### config.mk
export PLATFORM = sky130hd
export DESIGN_NAME = seq_u_arrtm
export DESIGN_NICKNAME = d
export VERILOG_FILES = /design/src/rtl/seq_u_arrtm.sv
export SDC_FILE = /design/constraint.sdc
export NUM_CORES = 1
export LEC_CHECK = 0
export CORE_AREA = 2 2 94 96
export CTS_CLUSTER_SIZE = 8
export DETAILED_ROUTE_END_ITERATION = 8
export DIE_AREA = 0 0 96 98
export HOLD_SLACK_MARGIN = 0.05
export PLACE_DENSITY_LB_ADDON = 0.08
export RECOVER_POWER = 25
export SLEW_MARGIN = 10
export SYNTH_ARGS = -nofsm -noshare
export SYNTH_HDL_FRONTEND = slang
export SYNTH_SLANG_ARGS = --single-unit
### constraint.sdc
create_clock -name clk -period 4.02 [get_ports clk]
set_input_delay 1.005 -clock clk [delete_from_list [all_inputs] [get_ports clk]]
set_output_delay 1.005 -clock clk [all_outputs]
set_load 0.02 [all_outputs]
### src/rtl/seq_u_arrtm.sv
// Sequential unsigned truncated multiplier using shift-add, one partial-product row per clock.
// Truncated mode multiplies a[N-1:K] * b[N-1:K] and scales the result back by 2K bits.
// Exact mode computes the full N x N product.
module seq_u_arrtm #(
  parameter int unsigned N = 8,
  parameter int unsigned K = 6
) (
  input  logic           clk,
  input  logic           rst,
  input  logic           in_valid,
  output logic           in_ready,
  input  logic [N-1:0]   a,
  input  logic [N-1:0]   b,
  input  logic           mode_exact,
  output logic           out_valid,
  input  logic           out_ready,
  output logic [2*N-1:0] out,
  output logic           out_exact,
  output logic           busy
);

  localparam int unsigned IdxW = (N > 1) ? $clog2(N) : 1;
  // Index of the last partial-product row in each mode.
  localparam logic [IdxW-1:0] LastExact = IdxW'(N - 1);
  localparam logic [IdxW-1:0] LastTrunc = IdxW'(N - K - 1);

  typedef enum logic [1:0] {StIdle, StBusy, StDone} state_e;

  state_e           state_q, state_d;
  logic [N-1:0]     ta_q, ta_d;
  logic [N-1:0]     tb_q, tb_d;
  logic [2*N-1:0]   acc_q, acc_d;
  logic [IdxW-1:0]  idx_q, idx_d;
  logic [IdxW-1:0]  last_q, last_d;
  logic             exact_q, exact_d;
  logic [2*N-1:0]   out_q, out_d;
  logic             out_exact_q, out_exact_d;
  logic [2*N-1:0]   addend;
  logic [2*N-1:0]   acc_sum;
  logic             last_row;

  // State register.
  always_ff @(posedge clk or posedge rst) begin
    if (rst) begin
      state_q <= StIdle;
    end else begin
      state_q <= state_d;
    end
  end

  // Next-state logic.
  always_comb begin
    state_d = state_q;
    unique case (state_q)
      StIdle:  if (in_valid)  state_d = StBusy;
      StBusy:  if (last_row)  state_d = StDone;
      StDone:  if (out_ready) state_d = StIdle;
      default: state_d = StIdle;
    endcase
  end

  // Handshake and status outputs decoded from the state.
  always_comb begin
    in_ready  = (state_q == StIdle);
    busy      = (state_q == StBusy);
    out_valid = (state_q == StDone);
    out       = out_q;
    out_exact = out_exact_q;
  end

  // Current partial-product row added into the accumulator; 2N bits never overflow.
  always_comb begin
    addend   = '0;
    if (tb_q[idx_q]) begin
      addend = {{N{1'b0}}, ta_q} << idx_q;
    end
    acc_sum  = acc_q + addend;
    last_row = (idx_q == last_q);
  end

  // Datapath next-state: latch operands on acceptance, shift-add while busy.
  always_comb begin
    ta_d        = ta_q;
    tb_d        = tb_q;
    acc_d       = acc_q;
    idx_d       = idx_q;
    last_d      = last_q;
    exact_d     = exact_q;
    out_d       = out_q;
    out_exact_d = out_exact_q;
    unique case (state_q)
      StIdle: begin
        if (in_valid) begin
          if (mode_exact) begin
            ta_d   = a;
            tb_d   = b;
            last_d = LastExact;
          end else begin
            ta_d   = a >> K;
            tb_d   = b >> K;
            last_d = LastTrunc;
          end
          exact_d = mode_exact;
          acc_d   = '0;
          idx_d   = '0;
        end
      end
      StBusy: begin
        acc_d = acc_sum;
        idx_d = idx_q + 1'b1;
        if (last_row) begin
          out_d       = exact_q ? acc_sum : (acc_sum << (2 * K));
          out_exact_d = exact_q;
        end
      end
      default: ;
    endcase
  end

  // Datapath registers; reset aborts any computation in flight.
  always_ff @(posedge clk or posedge rst) begin
    if (rst) begin
      ta_q        <= '0;
      tb_q        <= '0;
      acc_q       <= '0;
      idx_q       <= '0;
      last_q      <= '0;
      exact_q     <= 1'b0;
      out_q       <= '0;
      out_exact_q <= 1'b0;
    end else begin
      ta_q        <= ta_d;
      tb_q        <= tb_d;
      acc_q       <= acc_d;
      idx_q       <= idx_d;
      last_q      <= last_d;
      exact_q     <= exact_d;
      out_q       <= out_d;
      out_exact_q <= out_exact_d;
    end
  end

endmodule
* Yosys cells after proc, flatten, opt, wreduce, memory -nomap -nowiden
Cells that the tools add are included.
Operators by class: order comparisons 1, shift operators 1, reduce and logical (&&, ||, !) cells 6, equality and inequality tests 6, mux-type cells 15, add/sub/neg operators 2
Operators with widths (count):
- $mux W16 | 3
- $pmux W16 S2 | 1
- $add A16 B16 Y16 | 1
- $mux W8 | 2
- $shl A8 B3 Y16 | 1
- $mux W2 | 3
- $mux W3 | 2
- $pmux W2 S3 | 1
- $pmux W3 S2 | 1
- $reduce_and A2 Y1 | 3
- $lt A3 B4 Y1 const B | 1
- $ne A2 B1 Y1 const B | 2
- $add A3 B1 Y3 const B | 1
- $bmux W1 S3 | 1
- $eq A3 B3 Y1 | 1
- $reduce_and A3 Y1 | 1
- $eq A2 B1 Y1 const B | 1
- $eq A2 B2 Y1 const B | 1
- $logic_not A2 Y1 | 1
- $ne A2 B2 Y1 const B | 1
- $reduce_bool A2 Y1 | 1
- $mux W1 | 1
Storage, ports and cells: logic and storage cells 40, register bits 58

* Logic depth before layout (Yosys ltp)
Gate-level depths: netlist of run 1.
depth after elaboration 5, gate-level depth with buffers 15

* Least setup slack after synthesis of run 1
Ideal clock, no wire load.
path type register -> register, start point register idx_q[0], end point register acc_q[10], buffers on the path 2, slack 1.022 ns, clock period less this slack 2.998 ns, arrival 2.864 ns, library setup time 0.134 ns, stages on the path, launching flop included 14, path through dfrtp_1 > buf_4 > mux4_2 > nand2_1 > and2_1 > buf_2 > a21oi_1 > ha_1 > a21o_1 > a221oi_2 > o21ai_2 > o31ai_2 > xor2_1 > o21ai_0
On the way: cells in the longest elaborated chain, start to end 5
Ends and longest elaborated chain:
- start: declaration | line 33 | logic [IdxW-1:0] idx_q, idx_d;
- start signal: assignment | line 135 | idx_q <= idx_d;
- $bmux W1 S3 | line 74 | if (tb_q[idx_q]) begin
- $mux W1 (not written as such) | line 74
- $mux W16 * | line 74
- $add A16 B16 Y16 * | line 77 | acc_sum = acc_q + addend;
- $pmux W16 S2 * | line 91 | unique case (state_q)
- end signal: assignment | line 125 | acc_q <= '0;
- end signal: assignment | line 134 | acc_q <= acc_d;
- end: declaration | line 32 | logic [2*N-1:0] acc_q, acc_d;
Mark *: on every way between the ends. The rest lies on a longest branch, timed or not. The select of a mux whose other input is x is not followed. A chain may end at the register's enable or synchronous reset.

* Worst setup path after layout of run 1
start point register idx_q[1], end point register out_q[12], in the netlist out[12]
On the way: cells in the longest elaborated chain, start to end 5
Ends and longest elaborated chain:
- $bmux W1 S3 | line 74
- $mux W1 (not written as such) | line 74
- $mux W16 | line 74
- $add A16 B16 Y16 | line 77
- $mux W16 | line 112 | out_d = exact_q ? acc_sum : (acc_sum << (2 * K));
- end signal: assignment | line 138 | out_q <= out_d;
- end: declaration | line 36 | logic [2*N-1:0] out_q, out_d;
Parallel ways exist; a longest one is shown, timed or not. The select of a mux whose other input is x is not followed.

==> reports/metrics.yaml, run 1 <==
synth:
  syn_inst: 377
  synth_area_leaders: "dfrtp_1, nand2_1, o21ai_0, ha_1, a21oi_1"
  synth_cell_types: 50
  synth_edf_count: 0
  yosys.area_share.simple_pct: 18.6
  syn-num-nets: 415
  synthXorXnorAreaFrac_pct: 4.00
  synth_warnings: 0
  avgSynthCellArea_sq_um: 8.72
  synth_top_area_share_pct: 42.6
  synth_compound_area_share_pct: 18.7
  synth_top_area_cell: "dfrtp_1"
  ys_seq_area_share_pct: 42.6
  netlist_area_sq_mm: 0.00329
  yosysMostFrequentCell: "nand2_1"
  synthArstFlopShare_pct: 100
  synthFlopType: "dfrtp_1"
  synthTopCellsByCount: "nand2_1, dfrtp_1, o21ai_0, nor2_1, a21oi_1"
  synth_top_family_by_area: "compound AO/OA/AOI/OAI gates"
  synthAdderAreaFrac_pct: 6.70
  synth_mux_area_share_pct: 5.48
  ys_ff_latch: 56
detailed_routing:
  ant_nets: 0
  drc: 0
  drt_iter0_drc: 131
  viasPerCell: 5.23
  num_vias: 2708
  wirelength_mm: 7.90
  dr.pass1.iters: 4
  post_drt_wl_per_cell_um: 15.3
clocking:
  cts_root_buffer: "clkbuf_8"
  post-cts-setup-buffer-count: 0
  clock_latency_ns: 0.31
  clockBufferDepth: 2
  numCtsBuffers: 5
  cts_tree: "yes"
  ctsResizeCount: 0
  cts.clk_slew.worst_paths_ns: 0.11
  ctsHoldBuffers: 0
  cts.sinks: 56
  h-tree-depth: 2
final_layout:
  final_cell_area_sq_mm: 0.00390
  antenna_cells: 0
  fillers: 831
  drive_gt1_share_pct: 8.05
  area_delta_synth_final_pct: 18.6
  final_util_pct: 46.1
  final_nets: 447
worst_setup_path:
  cp.arrival_ns: 3.67
  reg2reg_to: "out[12]"
  cp-end-kind: "flip-flop"
  rr_startpoint: "idx_q[1]"
  reg2regPathDepth: 11
  start_kind: "flip-flop"
  r2r_slack_ns: 0.54
  crit_start: "idx_q[1]"
  worstSetupPathType: "flip-flop to flip-flop"
  worst_ep_required_time_ns: 4.20
  worst-path-max-fanout: 20
job:
  maxCapViolCount: 0
power_and_ir_drop:
  p_leak_uw: 0.00172
  p_per_area_mw_per_mm2: 747
  vdd_ir_drop_max_mv: 0.431
global_route:
  antenna_found_initial: 0
  grt_pass1_vias: 2605
  track_usage_pct: 17.7
  grt_max_degree: 36
  overflow: 0
  grt_pass1_wl_mm: 13.2
timing:
  fmax_mhz: 287
  fin_crit_ns: 3.48
  tightest_slew_ns: 0.999
  slew_headroom_pct: 33.3
  rsz0062_at_grt: "no"
  slew_violations: 0
  fin_tns_setup_ns: 0
  clock_skew_ns: 0.0101
  hold_viol: 0
  final.period_utilization_pct: 86.7
  setup_viol_count_final: 0
min_path:
  hold_depth: 2
  hold_path.class: "flip-flop to flip-flop"
  hold_path_end: "tb_q[7]"
  min_from: "tb_q[7]"
place:
  place_congestion: 0.836
  hpwl_mm: 6.08
  portBuffers: 40
  placed_cell_area_sq_mm: 0.00376
floorplanning:
  io-pin-count: 41
  die_h_um: 98
  row_count: 34
  dieArea_sq_mm: 0.00941
  start_util_pct: 38.8
  die_w_um: 96
  core_region_area_sq_mm: 0.00847
run_status:
  status: "finished clean"
## routing by layer
layer  vias up  routed length (um)  global-route usage (%)
met4         0                 108                    3.63
met1      1276                3840                    25.5
met5         -                   0                       0
met3         8                 245                    2.93
met2        50                3710                    28.2
li1       1374                   -                       -
## cell usage in the layout, fill, tap and decap left out, drive strengths merged, types with 2 or more instances in the layout
| master | n |
|---|---|
| nand3 | 19 |
| nor2 | 29 |
| mux2 | 4 |
| o211ai | 2 |
| a211oi | 5 |
| dlygate4sd3 | 2 |
| nor3 | 7 |
| clkbuf | 6 |
| xnor2 | 9 |
| clkdlybuf4s50 | 38 |
| ha | 16 |
| mux4 | 2 |
| buf | 3 |
| nand2 | 76 |
| a21o | 2 |
| a22o | 2 |
| a31oi | 2 |
| and2 | 2 |
| dfrtp | 56 |
| o31ai | 3 |
| xor2 | 6 |
| bufinv | 2 |
| a21oi | 27 |
| inv | 10 |
| and3 | 2 |
| mux2i | 9 |
| o21ai | 50 |
| nand2b | 6 |
## worst max path at each step
stage           endpoint  slack, ns  cells after the start
3_3_place_gp     out[12]       0.69                     11
2_1_floorplan  acc_q[10]       1.02                     13
4_1_cts          out[12]       0.57                     11
6_report         out[12]       0.54                     11
3_5_place_dp     out[12]       0.60                     11
5_1_grt        acc_q[10]       0.26                     11
## critical path: stages, from the launching register on
cell,delay (ns)
dfrtp_1,0.81
mux4_2,0.40
nand2_1,0.17
and2_1,0.29
a21oi_1,0.09
ha_1,0.37
a21o_1,0.21
a221oi_2,0.39
o21ai_2,0.14
a21oi_1,0.17
xor2_1,0.22
a211oi_1,0.10
## flip-flops by register name (all words and copies together), names as in the netlist
register / count
acc_q: 16
out: 16
ta_q: 8
tb_q: 8
idx_q: 3
last_q: 2
state_q: 2
out_exact: 1
## area by class of cell
class	count	area (sq um)	area share [%]
clock buffers	5	68.8	1.76
multi-input cells	292	1760	45.1
clock inverters	3	68.8	1.76
repair buffers	44	428	11.0
well taps	108	135	3.46
flip-flops and latches	56	1400	35.9
inverters	10	37.5	0.962
## power by group
group	internal [uW]	switching [uW]	total [uW]
clock network	251	197	448
logic	582	912	1490
registers	773	198	971
## kinds of logic after synthesis
family | count (synthesis)
buffers and inverters | 29
AOI/OAI and AO/OA | 101
DFF | 56
muxes | 15
adders and majority gates | 17
xor gates and xnor gates | 15
and+or+nand+nor | 144
## metrics by stage
step	std cells	worst slack, ns	total power (uW)	hold WS (ns)
after floorplan	377	1.02	2010	0.445
after global placement	510	0.688	2480	0.459
after detailed placement	510	0.598	2480	0.466
after CTS	518	0.569	2940	0.490
after global routing	518	0.255	3160	0.514
final	518	0.536	2910	0.481
(Power assumes the default switching activity.)
==> inputs of run 2 (changes only) <==
Settings changed: RECOVER_POWER 25 to 100.
==> run 2 against run 1 <==
Against the previous run: first-iteration DRC count decreased by 14%; count of clock-buffer cells in the layout unchanged; sequential power about the same; critical endpoint is now acc_q[13]; largest power group unchanged.
==> reports/metrics.yaml, run 2 (synthesized netlist as in run 1, its figures left out) <==
run_status:
  status: "finished clean"
clocking:
  h-tree-depth: 2  # unchanged
  cts.sinks: 56  # unchanged
  numCtsBuffers: 5  # unchanged
  clock_latency_ns: 0.31  # about the same
  clockBufferDepth: 2  # unchanged
  ctsHoldBuffers: 0  # unchanged
  post-cts-setup-buffer-count: 0  # unchanged
  cts_root_buffer: "clkbuf_8"
  cts_tree: "yes"
  cts.clk_slew.worst_paths_ns: 0.10  # about the same
  ctsResizeCount: 0  # unchanged
final_layout:
  final_cells: 518  # unchanged
  final_cell_mix: "nand2_1, dfrtp_1, o21ai_0"
  area_delta_synth_final_pct: 18.1
  final_nets: 447  # unchanged
  final_common_cell: "nand2_1"
  fillers: 837  # +0.72%
  drive_gt1_share_pct: 6.59  # -1.5 points
  antenna_cells: 0  # unchanged
global_route:
  grt_pass1_vias: 2605  # unchanged
  track_usage_pct: 17.7  # unchanged
  antenna_found_initial: 0  # unchanged
  grt_pass1_wl_mm: 13.2  # unchanged
  grt_max_degree: 36  # unchanged
  overflow: 0  # unchanged
detailed_routing:
  wirelength_mm: 7.92  # +0.25%
  post_drt_wl_per_cell_um: 15.3  # +0.25%
  dr.pass1.iters: 4  # unchanged
  num_vias: 2727  # +0.70%
  drt_iter0_drc: 113  # -14%
  ant_nets: 0  # unchanged
  drc: 0  # unchanged
  viasPerCell: 5.26  # +0.70%
timing:
  slew_headroom_pct: 33.3  # about the same
  fin_tns_setup_ns: 0  # unchanged
  final.period_utilization_pct: 89.2  # +2.5 points
  fmax_mhz: 279  # -2.8%
  setup_viol_count_final: 0  # unchanged
  hold-worst-slack_ns: 0.482  # +0.00186 ns
  fin_crit_ns: 3.58  # +0.0997 ns
  slew_violations: 0  # unchanged
  hold_viol: 0  # unchanged
  rsz0062_at_grt: "no"
  clock_skew_ns: 0.00897  # -0.00114 ns
  tightest_slew_ns: 0.999  # +0.000247 ns
worst_setup_path:
  r2r_slack_ns: 0.44  # -0.10 ns
  worst-path-buf-inv: 0  # unchanged
  reg2reg_to: "acc_q[13]"
  cp_cell_sequence: "mux4_2, nand2_1, and2_0, a21oi_1, ha_1, a21oi_1, o32ai_1, nor2_1, o21ai_2, xnor2_1, o21ai_0"
  max_stage_delay_ns: 0.80  # about the same
  reg2regPathDepth: 11  # unchanged
  cp-end-kind: "flip-flop"
  worstSetupPathType: "flip-flop to flip-flop"
  start_kind: "flip-flop"
  rr_startpoint: "idx_q[1]"
  crit_top_cell: "a21oi_1"
  cpLargestDelayFamily: "simple AND/OR/NAND/NOR gates"
  worstSetupEndpoint: "acc_q[13]"
  slowest_stage: "dfrtp_1"
  cp.arrival_ns: 3.77  # +0.10 ns
  worst-path-max-fanout: 20  # unchanged
  worst_ep_required_time_ns: 4.20  # about the same
  cp.depth: 11  # unchanged
  crit_start: "idx_q[1]"
floorplanning:
  die_w_um: 96  # unchanged
  die_h_um: 98  # unchanged
  io-pin-count: 41  # unchanged
  dieArea_sq_mm: 0.00941  # unchanged
  core_region_area_sq_mm: 0.00847  # unchanged
  start_util_pct: 38.8  # unchanged
  row_count: 34  # unchanged
power_and_ir_drop:
  vdd_ir_drop_max_mv: 0.421  # -2.4%
  p_leak_uw: 0.00177  # +2.7%
  p_per_area_mw_per_mm2: 739  # -1.0%
  power.total_uw: 2870  # -1.5%
place:
  portBuffers: 40  # unchanged
  hpwl_mm: 6.08  # unchanged
  place_congestion: 0.836  # unchanged
  dp.cells: 510  # unchanged
min_path:
  hold_path.class: "flip-flop to flip-flop"
job:
  maxCapViolCount: 0  # unchanged
[run 2: where the power goes]
group / total, uW / internal, uW / switching (uW)
combinational: 1450 / 548 / 906
sequential: 968 / 773 / 195
clock: 448 / 251 / 197
[run 2: how the worst min path moves through the flow]
stage                          from         to  slack (ns)  cells past startpoint
after global placement    out_exact  out_exact        0.46                      2
after detailed placement    tb_q[7]    tb_q[7]        0.47                      2
after global routing        tb_q[7]    tb_q[7]        0.51                      2
final                       tb_q[7]    tb_q[7]        0.48                      2
after floorplan             tb_q[2]    tb_q[2]        0.44                      2
after CTS                   tb_q[7]    tb_q[7]        0.49                      2
[run 2: layer usage]
metal | share of wire [%] | vias to the layer above | GRT usage, %
met3 | 3.9 | 8 | 2.93
met4 | 1.4 | 0 | 3.63
met1 | 48 | 1287 | 25.5
met2 | 47 | 62 | 28.2
met5 | 0 | - | 0
li1 | - | 1370 | -
[run 2: metrics by stage]
step	setup WS, ns	util, %	instance area, sq um
CTS	0.569	46.1	3900
global placement	0.688	44.5	3760
floorplan	1.02	-	3290
finish	0.436	45.9	3880
detailed placement	0.598	44.5	3760
global route	0.161	45.9	3880
[run 2: worst reg2reg max path, stage by stage, from the launching register on]
cell     delay, ns
dfrtp_1       0.80
mux4_2        0.40
nand2_1       0.17
and2_0        0.34
a21oi_1       0.10
ha_1          0.38
a21oi_1       0.21
o32ai_1       0.10
nor2_1        0.39
o21ai_2       0.10
xnor2_1       0.35
o21ai_0       0.13
[run 2: final cells by class]
cell class                 count  area, sq um  share of cell area, %
tap                          108          135                   3.48
sequential                    56         1400                   36.1
clock buffer                   5         68.8                   1.77
clock inverter                 3         68.8                   1.77
timing repair buffer          44          424                   10.9
multi-input combinational    292         1750                   45.0
inverter                      10         37.5                  0.967
